$ cat src/rtl/window_3x3_l1_if.sv
// Pixel-stream and window bus for the 3x3 window builder.
// The master drives the pixel column (current row plus two row-delayed taps);
// the slave returns the assembled window and the frame status pulses.
interface window_3x3_l1_if #(
    parameter int DATA_W = 16
);
    logic                  in_valid;
    logic                  in_sof;
    logic [DATA_W-1:0]     pix_in;
    logic [DATA_W-1:0]     row1_in;
    logic [DATA_W-1:0]     row2_in;
    logic                  win_valid;
    logic [9*DATA_W-1:0]   win_out;
    logic                  frame_done;
    logic                  err;

    modport master (
        output in_valid, in_sof, pix_in, row1_in, row2_in,
        input  win_valid, win_out, frame_done, err
    );

    modport slave (
        input  in_valid, in_sof, pix_in, row1_in, row2_in,
        output win_valid, win_out, frame_done, err
    );
endinterface

$ cat src/rtl/window_3x3_l1.sv
// 3x3 sliding-window builder. Takes one pixel column per cycle (row R, R-1,
// R-2 from upstream row delays), shifts it into a 3x3 register window and
// flags the cycles where the window lies fully inside the image.
// w[r][c] sits at bits DATA_W*(3r+c); r=0 oldest row, c=0 oldest column.
module window_3x3_l1 #(
    parameter int DATA_W = 16,
    parameter int IMG_W  = 12,
    parameter int IMG_H  = 12
) (
    input  logic             clk,
    input  logic             rst_n,
    window_3x3_l1_if.slave   bus
);
    localparam int CW = (IMG_W > 2) ? $clog2(IMG_W) : 1;
    localparam int RW = (IMG_H > 2) ? $clog2(IMG_H) : 1;

    localparam logic [0:0] IDLE   = 1'b0;
    localparam logic [0:0] ACTIVE = 1'b1;

    logic [0:0]    state;
    logic [CW-1:0] col;        // column of the next pixel expected
    logic [RW-1:0] row;        // row of the next pixel expected

    logic          restart;    // in_sof qualified by in_valid, any state
    logic          accept;     // this pixel belongs to a frame
    logic [CW-1:0] pos_c;
    logic [RW-1:0] pos_r;
    logic          at_win;
    logic          last;
    logic          abort;
    logic          sof_err;

    logic [2:0][DATA_W-1:0] col_in;   // index = window row
    logic [2:0][DATA_W-1:0] win [3];  // win[r][c]

    // Row 0 of the window is the oldest row (two rows back).
    assign col_in = {bus.pix_in, bus.row1_in, bus.row2_in};
    assign bus.win_out = {win[2], win[1], win[0]};

    // Position of the pixel on the bus this cycle and the events it triggers.
    // A qualified in_sof always makes the current pixel (0,0), even mid-frame.
    always_comb begin
        restart = bus.in_valid && bus.in_sof;
        accept  = bus.in_valid && (bus.in_sof || state == ACTIVE);
        pos_c   = restart ? '0 : col;
        pos_r   = restart ? '0 : row;
        at_win  = accept && (pos_r >= RW'(2)) && (pos_c >= CW'(2));
        last    = accept && (pos_r == RW'(IMG_H-1)) && (pos_c == CW'(IMG_W-1));
        abort   = (state == ACTIVE) && !bus.in_valid;
        sof_err = (state == ACTIVE) && restart && ((row != '0) || (col != '0));
    end

    // Frame FSM and raster counters; counters always point at the next pixel.
    always_ff @(posedge clk or negedge rst_n) begin
        if (!rst_n) begin
            state <= IDLE;
            col   <= '0;
            row   <= '0;
        end else if (restart) begin
            state <= ACTIVE;
            col   <= CW'(1);
            row   <= '0;
        end else if (state == ACTIVE) begin
            if (!bus.in_valid || last) begin
                state <= IDLE;
                col   <= '0;
                row   <= '0;
            end else if (col == CW'(IMG_W-1)) begin
                col <= '0;
                row <= row + RW'(1);
            end else begin
                col <= col + CW'(1);
            end
        end
    end

    // Status outputs, registered so they line up with the window they describe.
    always_ff @(posedge clk or negedge rst_n) begin
        if (!rst_n) begin
            bus.win_valid  <= 1'b0;
            bus.frame_done <= 1'b0;
            bus.err        <= 1'b0;
        end else begin
            bus.win_valid  <= at_win;
            bus.frame_done <= last;
            bus.err        <= abort || sof_err;
        end
    end

    // Window shift: every valid pixel moves each row left one column and loads
    // the new column on the right, regardless of frame state.
    for (genvar r = 0; r < 3; r++) begin : g_row
        always_ff @(posedge clk or negedge rst_n) begin
            if (!rst_n)
                win[r] <= '0;
            else if (bus.in_valid)
                win[r] <= {col_in[r], win[r][2], win[r][1]};
        end
    end
endmodule

$ cat src/flat_wrapper.sv
// flat-port wrapper written by rule: the top's interface ports become plain ports
module window_3x3_l1_flat 
#(
    parameter int DATA_W = 16,
    parameter int IMG_W  = 12,
    parameter int IMG_H  = 12
)
  (clk, rst_n, bus_in_valid, bus_in_sof, bus_pix_in, bus_row1_in, bus_row2_in, bus_win_valid, bus_win_out, bus_frame_done, bus_err);
  window_3x3_l1_if #(.DATA_W(DATA_W)) bus_i ();
  input  logic clk;
  input  logic rst_n;
  input wire logic [$bits(bus_i.in_valid)-1:0] bus_in_valid;
  input wire logic [$bits(bus_i.in_sof)-1:0] bus_in_sof;
  input wire logic [$bits(bus_i.pix_in)-1:0] bus_pix_in;
  input wire logic [$bits(bus_i.row1_in)-1:0] bus_row1_in;
  input wire logic [$bits(bus_i.row2_in)-1:0] bus_row2_in;
  output wire logic [$bits(bus_i.win_valid)-1:0] bus_win_valid;
  output wire logic [$bits(bus_i.win_out)-1:0] bus_win_out;
  output wire logic [$bits(bus_i.frame_done)-1:0] bus_frame_done;
  output wire logic [$bits(bus_i.err)-1:0] bus_err;
  assign bus_i.in_valid = bus_in_valid;
  assign bus_i.in_sof = bus_in_sof;
  assign bus_i.pix_in = bus_pix_in;
  assign bus_i.row1_in = bus_row1_in;
  assign bus_i.row2_in = bus_row2_in;
  assign bus_win_valid = bus_i.win_valid;
  assign bus_win_out = bus_i.win_out;
  assign bus_frame_done = bus_i.frame_done;
  assign bus_err = bus_i.err;
  window_3x3_l1 #(.DATA_W(DATA_W), .IMG_W(IMG_W), .IMG_H(IMG_H)) u_core (.clk(clk), .rst_n(rst_n), .bus(bus_i));
endmodule
$ cat config.mk
export PLATFORM = sky130hd
export DESIGN_NAME = window_3x3_l1_flat
export DESIGN_NICKNAME = d
export VERILOG_FILES = /design/src/rtl/window_3x3_l1_if.sv /design/src/rtl/window_3x3_l1.sv /design/src/flat_wrapper.sv
export SDC_FILE = /design/constraint.sdc
export NUM_CORES = 1
export LEC_CHECK = 0
export ABC_AREA = 1
export BUFFER_PORTS_ARGS = -buffer_cell sky130_fd_sc_hd__buf_2
export CORE_ASPECT_RATIO = 1.5
export CORE_UTILIZATION = 35
export CTS_CLUSTER_DIAMETER = 150
export CTS_CLUSTER_SIZE = 40
export DETAILED_ROUTE_END_ITERATION = 6
export GPL_TIMING_DRIVEN = 0
export PLACE_DENSITY_LB_ADDON = 0.05
export SETUP_SLACK_MARGIN = 0.2
export SYNTH_ARGS = -nofsm -noshare
export SYNTH_HDL_FRONTEND = slang
export SYNTH_SLANG_ARGS = --single-unit
$ cat constraint.sdc
create_clock -name clk -period 2.65 [get_ports clk]
set_input_delay 0.3975 -clock clk [delete_from_list [all_inputs] [get_ports clk]]
set_output_delay 0.3975 -clock clk [all_outputs]
set_load 0.01 [all_outputs]
Word level (Yosys, flattened, before mapping) --
Index checks and enable logic that the tools add are counted. Widths: inputs -> output; s select.
Cells by class: add/subtract/negate cells 2, magnitude comparators 2, eq/ne operators 3, mux-type cells 13, reductions and logical operators 19
Operators with widths (count):
- $mux 4 | 10
- $eq 4x4->1 const B | 3
- $logic_and 1x1->1 | 9
- $add 4x1->4 const B | 2
- $ge 4x2->1 const B | 2
- $reduce_bool 4->1 | 2
- $logic_or 1x1->1 | 4
- $mux 1 | 3
- $reduce_bool 3->1 | 1
- $reduce_and 2->1 | 1
- $reduce_bool 2->1 | 1
- $logic_not 1->1 | 1
Storage, ports and cells: bits in registers 156, bits of input ports 52, output and inout port bits 147, logic and storage cells 54

Longest topological paths before layout --
Gate-level depths: netlist of run 1.
depth after elaboration 9, mapped depth 9, gate-level depth less buffers 9

Least setup slack after synthesis of run 1 --
OpenSTA, ideal clock, no wires.
kind input-to-reg, from input port bus_in_sof, to register u_core.row[1], library setup time 0.118 ns, arrival time 1.143 ns, data required time 2.532 ns, setup slack 1.389 ns, stages 8, path buffers 0, cells stage by stage inv_1 -> nand3_1 -> nor2_2 -> nand2_2 -> nand3_2 -> nand2_2 -> nand2_1 -> o21ai_2
On the way: cells in the longest elaborated chain, start to end 9, elaborated cells between the ends (all ways) 16, those cells by class eq/ne: 2; mux: 5; reduce/logical: 9
RTL lines:
- start: declaration | line flat_wrapper.sv:13 | input wire logic [$bits(bus_i.in_sof)-1:0] bus_in_sof;
- $logic_and 1x1->1 | line window_3x3_l1.sv:43 | restart = bus.in_valid && bus.in_sof;
- $mux 4 | line window_3x3_l1.sv:46 | pos_r = restart ? '0 : row;
- $eq 4x4->1 | line window_3x3_l1.sv:48 | last = accept && (pos_r == RW'(IMG_H-1)) && (pos_c == CW'(IMG_W-1));
- $logic_and 1x1->1 (2 in a row) | line window_3x3_l1.sv:48
- $logic_or 1x1->1 | line window_3x3_l1.sv:64 | if (!bus.in_valid || last) begin
- $mux 4 | line window_3x3_l1.sv:64
- $mux 4 | line window_3x3_l1.sv:63 | end else if (state == ACTIVE) begin
- $mux 4 | line window_3x3_l1.sv:59 | end else if (restart) begin
- end signal: assignment | line window_3x3_l1.sv:70 | row <= row + RW'(1);
- end: declaration | line window_3x3_l1.sv:22 | logic [RW-1:0] row;
Parallel ways exist; a longest one is shown, timed or not. The select of a mux whose other input is x is not followed. A chain may end at the register's enable or synchronous reset.

Worst setup path in the final report of run 1 --
from register u_core.row[2], to register u_core.row[2]
On the way: cells in the longest elaborated chain, start to end 8, elaborated cells between the ends (all ways) 12, those cells by class add/sub: 1; eq/ne: 1; mux: 5; reduce/logical: 5
RTL lines:
- parallel branches: the longest is 8 deep, another holds $add 4x1->4
Several ways; the timed one is not identified. The select of a mux whose other input is x is not followed.

==> results of run 1 <==
[critical path, stage by stage (launching register included)]
cell and delay, ns:
dfrtp_1 0.44, nor2_1 0.15, nand2_1 0.08, nor2_2 0.12, nand2_2 0.13, nand3_2 0.11, nand2_2 0.12, nand2_1 0.10
o21ai_2 0.05
[cell usage in the layout, fill, tap and decap left out, types with 2 or more instances in the layout]
cell,instances
inv_6,3
nand4_1,4
clkbuf_16,17
nand3_1,5
nand2_2,2
ha_1,4
clkbuf_8,2
dfrtp_1,156
clkinv_2,2
nor2_1,56
a21oi_1,52
clkinv_4,3
mux2_2,48
buf_2,213
clkbuf_1,10
nand2_1,70
inv_1,62
o21ai_2,3
bufinv_16,3
o21ai_0,49
[worst min-delay path by stage]
stage | startpoint | end | slack (ns) | depth (start not counted)
after floorplan | rst_n | u_core.bus.err$_DFF_PN0_ | 0.10 | 0
after global placement | u_core.bus.win_out[101]$_DFFE_PN0P_ | u_core.bus.win_out[101]$_DFFE_PN0P_ | 0.48 | 1
after detailed placement | rst_n | u_core.bus.frame_done$_DFF_PN0_ | 0.49 | 1
after CTS | rst_n | u_core.bus.frame_done$_DFF_PN0_ | 0.03 | 1
after global routing | rst_n | u_core.bus.win_valid$_DFF_PN0_ | 0.05 | 1
final | rst_n | u_core.bus.win_valid$_DFF_PN0_ | 0.002 | 1
[power groups by stage]
| stage | clock (uW) | combinational, uW | sequential (uW) |
|---|---|---|---|
| detailed placement | 0 | 967 | 2870 |
| global route | 2680 | 1050 | 2870 |
| CTS | 2600 | 970 | 2830 |
| floorplan | 0 | 336 | 2980 |
| global placement | 0 | 951 | 2860 |
| finish | 2530 | 944 | 2820 |
[registers in the layout, indices dropped and copies added, names as in the netlist]
register	flops
u_core.row	4
u_core.bus.win_valid	1
u_core.bus.err	1
u_core.state	1
u_core.bus.frame_done	1
u_core.bus.win_out	144
u_core.col	4
[final cells by class]
class,count,area [um^2],area share [%]
plain buffers,27,121,1.54
clock buffers,19,453,5.75
clock inverters,12,160,2.03
inverters,62,233,2.95
multi-input cells,301,1720,21.8
flip-flops and latches,156,3900,49.6
well taps,210,263,3.34
repair buffers,199,1020,13.0
[stage by stage]
stage	power [uW]	cells	hold slack [ns]	worst slack (ns)	utilization (%)
2_1_floorplan	3320	546	0.102	1.39	-
4_1_cts	6400	986	0.0315	1.22	47.0
3_5_place_dp	3830	955	0.485	0.899	43.3
6_report	6300	986	0.00203	1.23	47.0
3_3_place_gp	3810	954	0.484	-1.18	43.1
5_1_grt	6600	986	0.0470	1.08	47.0
[per-layer routing]
| metal | global-route usage (%) | up-vias |
|---|---|---|
| met2 | 33.1 | 134 |
| met4 | 5.96 | 0 |
| li1 | - | 2201 |
| met1 | 21.3 | 2256 |
| met5 | 0 | - |
| met3 | 5.94 | 16 |
[synth_stat cells (all sizes together)]
| cell type | number | area share [%] |
|---|---|---|
| xor2 | 1 | 0.15 |
| nand3 | 6 | 0.59 |
| nor2 | 57 | 3.6 |
| o22ai | 1 | 0.10 |
| nand2 | 72 | 4.6 |
| a21boi | 1 | 0.13 |
| a221oi | 1 | 0.15 |
| clkbuf | 10 | 0.63 |
| inv | 62 | 3.9 |
| o21ai | 53 | 4.6 |
| a21oi | 52 | 4.4 |
| buf | 17 | 1.4 |
| nand4 | 4 | 0.42 |
| mux2 | 48 | 9.0 |
| xnor2 | 1 | 0.15 |
| dfrtp | 156 | 65 |
| ha | 4 | 0.84 |
[logic make-up (layout without fill, tap and decap cells)]
group / after synthesis / after routing
fa+ha+maj: 4 / 4
compound gates: 108 / 108
xor+xnor: 2 / 2
flops: 156 / 156
simple gates: 139 / 139
buf+inv: 89 / 319
mux: 48 / 48
==> impl_results.md, run 1 <==
* Mean area per synthesized cell at 10.9 um^2
* Drt total wl at 16000 um
* CTS H-tree depth at 4
* Global route total overflow at 0
* First-pass GRT wire length at 24800 um
* Worst-Margin Slew at 0.730 ns
* Worst setup EP type: flip-flop
* Port buffer count at 198
* DR iter-0 viols at 181
* RSZ-0062 raised after global routing: false
* YS warnings at 0
* Post-CTS sizing at 0
* Initial antenna violation count at 0
* Worst R2R End: u_core.row[2]$_DFFE_PN0P_
* Area fraction in compound gates after synthesis at 9.36%
* I/O pin count at 199
* Synth Area in Simple Gates at 9.23%
* Status: completed
* Final setup vio count at 0
* Max Slew Vio Count at 0
* DRC violations left at 0
* GP Congestion at 0.793
* Vias in the first global route at 4655
* Synth Register Bits at 156
* Maxcap violations at 0
* Switching Fraction at 27.1%
* Standard-cell rows at 58
* P_leak at 0.00395 uW
* Worst-path clk slew at 0.06 ns
* Seq pwr share at 44.8%
* Area delta synth->final at 31.8%
* Layout fillers at 1616
* Share of cells above drive strength 1 at 38.8%
* XOR/XNOR Fraction of Synth Area at 0.293%
* Post-CTS setup buffers at 0
* Area share of fa/ha/maj cells after synthesis at 0.837%
* Switching power at 1710 uW
* Max_slew headroom at 51.3%
* Post-Syn Area at 0.00598 mm^2
* Final hold vios at 0
* Gate Count Post-Synth at 546
* Drt wl/cell at 16.2 um
* Largest net degree at the start of global routing at 80
* Worst-Skew Late Latency at 0.42 ns
* Chip Width at 109 um
* Count of hold-fix buffers inserted at cts at 0
* Final net count at 820
* R2r setup slk at 1.23 ns
* Pint at 4590 uW
* TNS Setup at 0 ns
* Cells on worst reg2reg path at 8
* Post-route ant nets at 0
* Synth unique cells at 23
* Post-Syn Nets at 602
* Final Cycle Share at 53.4%
* Starting Density at 35.7%
* CORE AREA at 0.0168 mm^2
* Vias at 4607
* VDD IR max at 0.000426 V
* Worst min path class: input pin to asynchronous set/reset pin
* CTS Root Cell: clkbuf_16
* Met3 WL at 915 um
* Worst setup endpoint: u_core.row[2]$_DFFE_PN0P_
* Clk buf depth at 2
* Post-synthesis sequential area ratio at 65.3%
* Worst endpoint required time at 2.96 ns
* Routed metal-1 wire length at 6470 um
* TritonCTS buffer count at 17
* F_max at 706 MHz
* DP Area at 0.00726 mm^2
* Largest family of logic cells by synthesized area: compound AO/OA/AOI/OAI gates
* Final Cell Area at 0.00788 mm^2
* Detailed Routing Iterations Pass 1 at 4
* Crit start category: flip-flop
* Clk_skew at 0.00593 ns
* Logic pwr share at 15.0%
* Worst-path fanout max at 7
* CTS Sinks at 156
* ANT cells at 0
* Clock power frac at 40.2%
* Detail Route met2 WL at 8430 um
* WP data arrival at 1.72 ns
* Crit Path Category: flip-flop to flip-flop
* Pwr Density at 800 mW/mm^2
* Clock period minus worst slack at 1.42 ns
* Critical Path Source: u_core.row[2]$_DFFE_PN0P_
* DPL Wire Length at 11400 um
* Post-synthesis mux area share at 9.04%
* Die area at 0.0176 mm^2
* Die Y at 162 um
* Worst R2R Start: u_core.row[2]$_DFFE_PN0P_
* CTS tree: yes
* Total global-route track usage at 18.8%
* Drt via density at 4.67
* Max Used Layer: met4
(Power assumes the default switching activity.)
==> inputs of run 2 (changes only) <==
==> constraint.sdc (replaced) <==
create_clock -name clk -period 1.43 [get_ports clk]
set_input_delay 0.2145 -clock clk [delete_from_list [all_inputs] [get_ports clk]]
set_output_delay 0.2145 -clock clk [all_outputs]
set_load 0.01 [all_outputs]
==> run 2 against run 1 <==
  * The flow now finishes with violations (negative hold slack)
  * Global-route usage rose by 0.38 points
  * Non-clock buffer count rose by 36
  * First-iteration DRC count rose by 8.8%
  * Total power rose by 87%
  * Fmax rose by 12%
  * Clock skew barely moved
==> impl_results.md, run 2 (synthesized netlist as in run 1, its figures left out) <==
* Status: finished, violations left (was completed)
* Failing checks: negative hold slack
* Die Y at 162 um (unchanged)
* I/O pin count at 199 (unchanged)
* DR iter-0 viols at 197 (was 181)
* DPL Wire Length at 11400 um (unchanged)
* Worst hold slack at -0.173 ns (was 0.00203 ns)
* Worst Slack Setup Final at 0.161 ns (was 1.23 ns)
* WP data arrival at 1.61 ns (was 1.72 ns)
* Detailed Routing Iterations Pass 1 at 4 (unchanged)
* F_max at 788 MHz (was 706 MHz)
* Worst min path class: input pin to asynchronous set/reset pin (unchanged)
* Critical Path Source: u_core.col[0]$_DFFE_PN0P_ (was u_core.row[2]$_DFFE_PN0P_)
* Drt total wl at 16400 um (was 16000 um)
* Worst setup EP type: flip-flop (unchanged)
* Standard-cell rows at 58 (unchanged)
* WP buf/inv at 1 (was 0)
* Drt via density at 4.66 (was 4.67)
* Max FFs per register at 144 (unchanged)
* Clk_skew at 0.00564 ns (was 0.00593 ns)
* Worst-path clk slew at 0.06 ns (about the same)
* CTS Root Cell: clkbuf_16 (unchanged)
* Chip Width at 109 um (unchanged)
* VDD IR max at 0.000788 V (was 0.000426 V)
* Crit-path slowest cell: dfrtp_1 (unchanged)
* Logic pwr share at 15.7% (was 15.0%)
* TritonCTS buffer count at 17 (unchanged)
* Commonest non-fill, non-tap cell in the layout: buf_2 (unchanged)
* Final Cycle Share at 88.8% (was 53.4%)
* ANT cells at 0 (unchanged)
* Max Slew Vio Count at 0 (unchanged)
* Pre-CTS WS at -0.138 ns (was 0.899 ns)
* Multi-input logic area at 0.00176 mm^2 (was 0.00172 mm^2)
* Drt wl/cell at 16.0 um (was 16.2 um)
* CTS tree: yes (unchanged)
* Worst R2R Start: u_core.col[0]$_DFFE_PN0P_ (was u_core.row[2]$_DFFE_PN0P_)
* Switching Fraction at 27.1% (about the same)
* Clock period minus worst slack at 1.27 ns (was 1.42 ns)
* Most frequent CP cell: nand2_1
* DRC violations left at 0 (unchanged)
* Largest net degree at the start of global routing at 80 (unchanged)
* Final net count at 856 (was 820)
* DP Area at 0.00726 mm^2 (unchanged)
* Crit start category: flip-flop (unchanged)
* RSZ-0062 raised after global routing: true (was false)
* CORE AREA at 0.0168 mm^2 (unchanged)
* Crit Path Category: flip-flop to flip-flop (unchanged)
* Worst-path fanout max at 7 (unchanged)
* Clk buf depth at 2 (unchanged)
* Post-route ant nets at 0 (unchanged)
* Clock power frac at 39.9% (was 40.2%)
* Share of cells above drive strength 1 at 39.4% (was 38.8%)
* CP Cell Sequence: ha_2 > nand2_1 > nand2_1 > inv_1 > nand3_4 > nand2_8 > nand2_2 > o21ai_2 (was nor2_1 > nand2_1 > nor2_2 > nand2_2 > nand3_2 > nand2_2 > nand2_1 > o21ai_2)
* Layout fillers at 1578 (was 1616)
* Worst-Skew Late Latency at 0.42 ns (about the same)
* Worst endpoint required time at 1.77 ns (was 2.96 ns)
* Final setup vio count at 0 (unchanged)
* Fin cells at 1022 (was 986)
* Worst-Margin Slew at 0.731 ns (was 0.730 ns)
* Global route total overflow at 0 (unchanged)
* Pwr Density at 1430 mW/mm^2 (was 800 mW/mm^2)
* Port buffer count at 198 (unchanged)
* Vias in the first global route at 4803 (was 4655)
* Max_slew headroom at 51.3% (about the same)
* Die area at 0.0176 mm^2 (unchanged)
* Worst setup endpoint: u_core.row[2]$_DFFE_PN0P_ (unchanged)
* Final Cell Area at 0.00826 mm^2 (was 0.00788 mm^2)
* GP Congestion at 0.793 (unchanged)
* CTS Sinks at 156 (unchanged)
* Seq pwr share at 44.5% (was 44.8%)
* Final hold vios at 77 (was 0)
* First-pass GRT wire length at 25400 um (was 24800 um)
* Total global-route track usage at 19.2% (was 18.8%)
* Pint at 8580 uW (was 4590 uW)
* Most frequent cells in the layout: 213 x buf_2, 155 x dfrtp_1, 65 x nand2_1 (was 213 x buf_2, 156 x dfrtp_1, 70 x nand2_1)
* R2r setup slk at 0.16 ns (was 1.23 ns)
* CTS H-tree depth at 4 (unchanged)
* WP depth at 8 (unchanged)
* Reg area at 0.00391 mm^2 (was 0.00390 mm^2)
* Critical path's largest stage delay at 0.40 ns (was 0.44 ns)
* P_leak at 0.00411 uW (was 0.00395 uW)
* Maxcap violations at 0 (unchanged)
* Area delta synth->final at 38.2% (was 31.8%)
* Worst R2R End: u_core.row[2]$_DFFE_PN0P_ (unchanged)
* Count of hold-fix buffers inserted at cts at 27 (was 0)
* Switching power at 3190 uW (was 1710 uW)
* Cell family with the largest share of critical-path delay: simple AND/OR/NAND/NOR gates (unchanged)
* Post-placement cell count at 955 (unchanged)
* Cells on worst reg2reg path at 8 (unchanged)
* Initial antenna violation count at 0 (unchanged)
* Starting Density at 35.7% (unchanged)
* Vias at 4762 (was 4607)
run 2: cell types whose count changed in the layout (fill, tap and decap cells not counted), sizes merged:
cell         previous run  this run
dlygate4sd3             0        27
buf                   216       225
run 2: power by group through the flow:
stage | logic, uW | clock network [uW] | registers, uW
floorplan | 623 | 0 | 5530
global placement | 1760 | 0 | 5290
detailed placement | 1790 | 0 | 5310
CTS | 1870 | 4820 | 5240
global route | 2050 | 4980 | 5310
finish | 1850 | 4690 | 5230
run 2: routing by layer:
metal	global-route usage [%]	vias up	share of wire [%]
met5	0	-	0
met4	6.39	0	1.5
met3	5.78	19	5.3
met2	33.9	144	52
met1	21.7	2333	41
li1	-	2266	-
run 2: what timing repair did:
action,in CTS,in global routing
pin swaps,3,4
gates resized for setup,7,6
endpoints found under the hold margin,104,77
setup buffers,7,2
endpoints found under the setup margin,4,12
run 2: per-stage QoR:
stage	utilization (%)	setup TNS, ns	total power (uW)
after floorplan	-	0	6150
after global placement	43.1	-349.01	7060
after detailed placement	43.3	-6.67	7110
after CTS	49.1	0	11900
after global routing	49.3	0	12300
final	49.3	0	11800
run 2: layout make-up:
type	count	share of cell area (%)
timing repair buffer	235	16.5
buffer	27	1.47
multi-input combinational	301	21.3
clock inverter	12	1.94
inverter	62	2.82
clock buffer	19	5.48
tap	210	3.18
sequential	156	47.3
run 2: worst register-to-register path: stages, from the launching register on:
cell     delay (ns)
dfrtp_1        0.40
ha_2           0.21
nand2_1        0.09
nand2_1        0.06
inv_1          0.09
nand3_4        0.12
nand2_8        0.13
nand2_2        0.06
o21ai_2        0.05
run 2: worst min-delay path by stage:
stage                                          end  cells past startpoint  slack [ns]          start
2_1_floorplan             u_core.bus.err$_DFF_PN0_                      0       -0.08          rst_n
3_3_place_gp   u_core.bus.win_out[132]$_DFFE_PN0P_                      3        0.42  bus_pix_in[4]
3_5_place_dp       u_core.bus.frame_done$_DFF_PN0_                      1        0.30          rst_n
4_1_cts            u_core.bus.frame_done$_DFF_PN0_                      1       -0.15          rst_n
5_1_grt             u_core.bus.win_valid$_DFF_PN0_                      1       -0.14          rst_n
6_report            u_core.bus.win_valid$_DFF_PN0_                      1       -0.17          rst_n
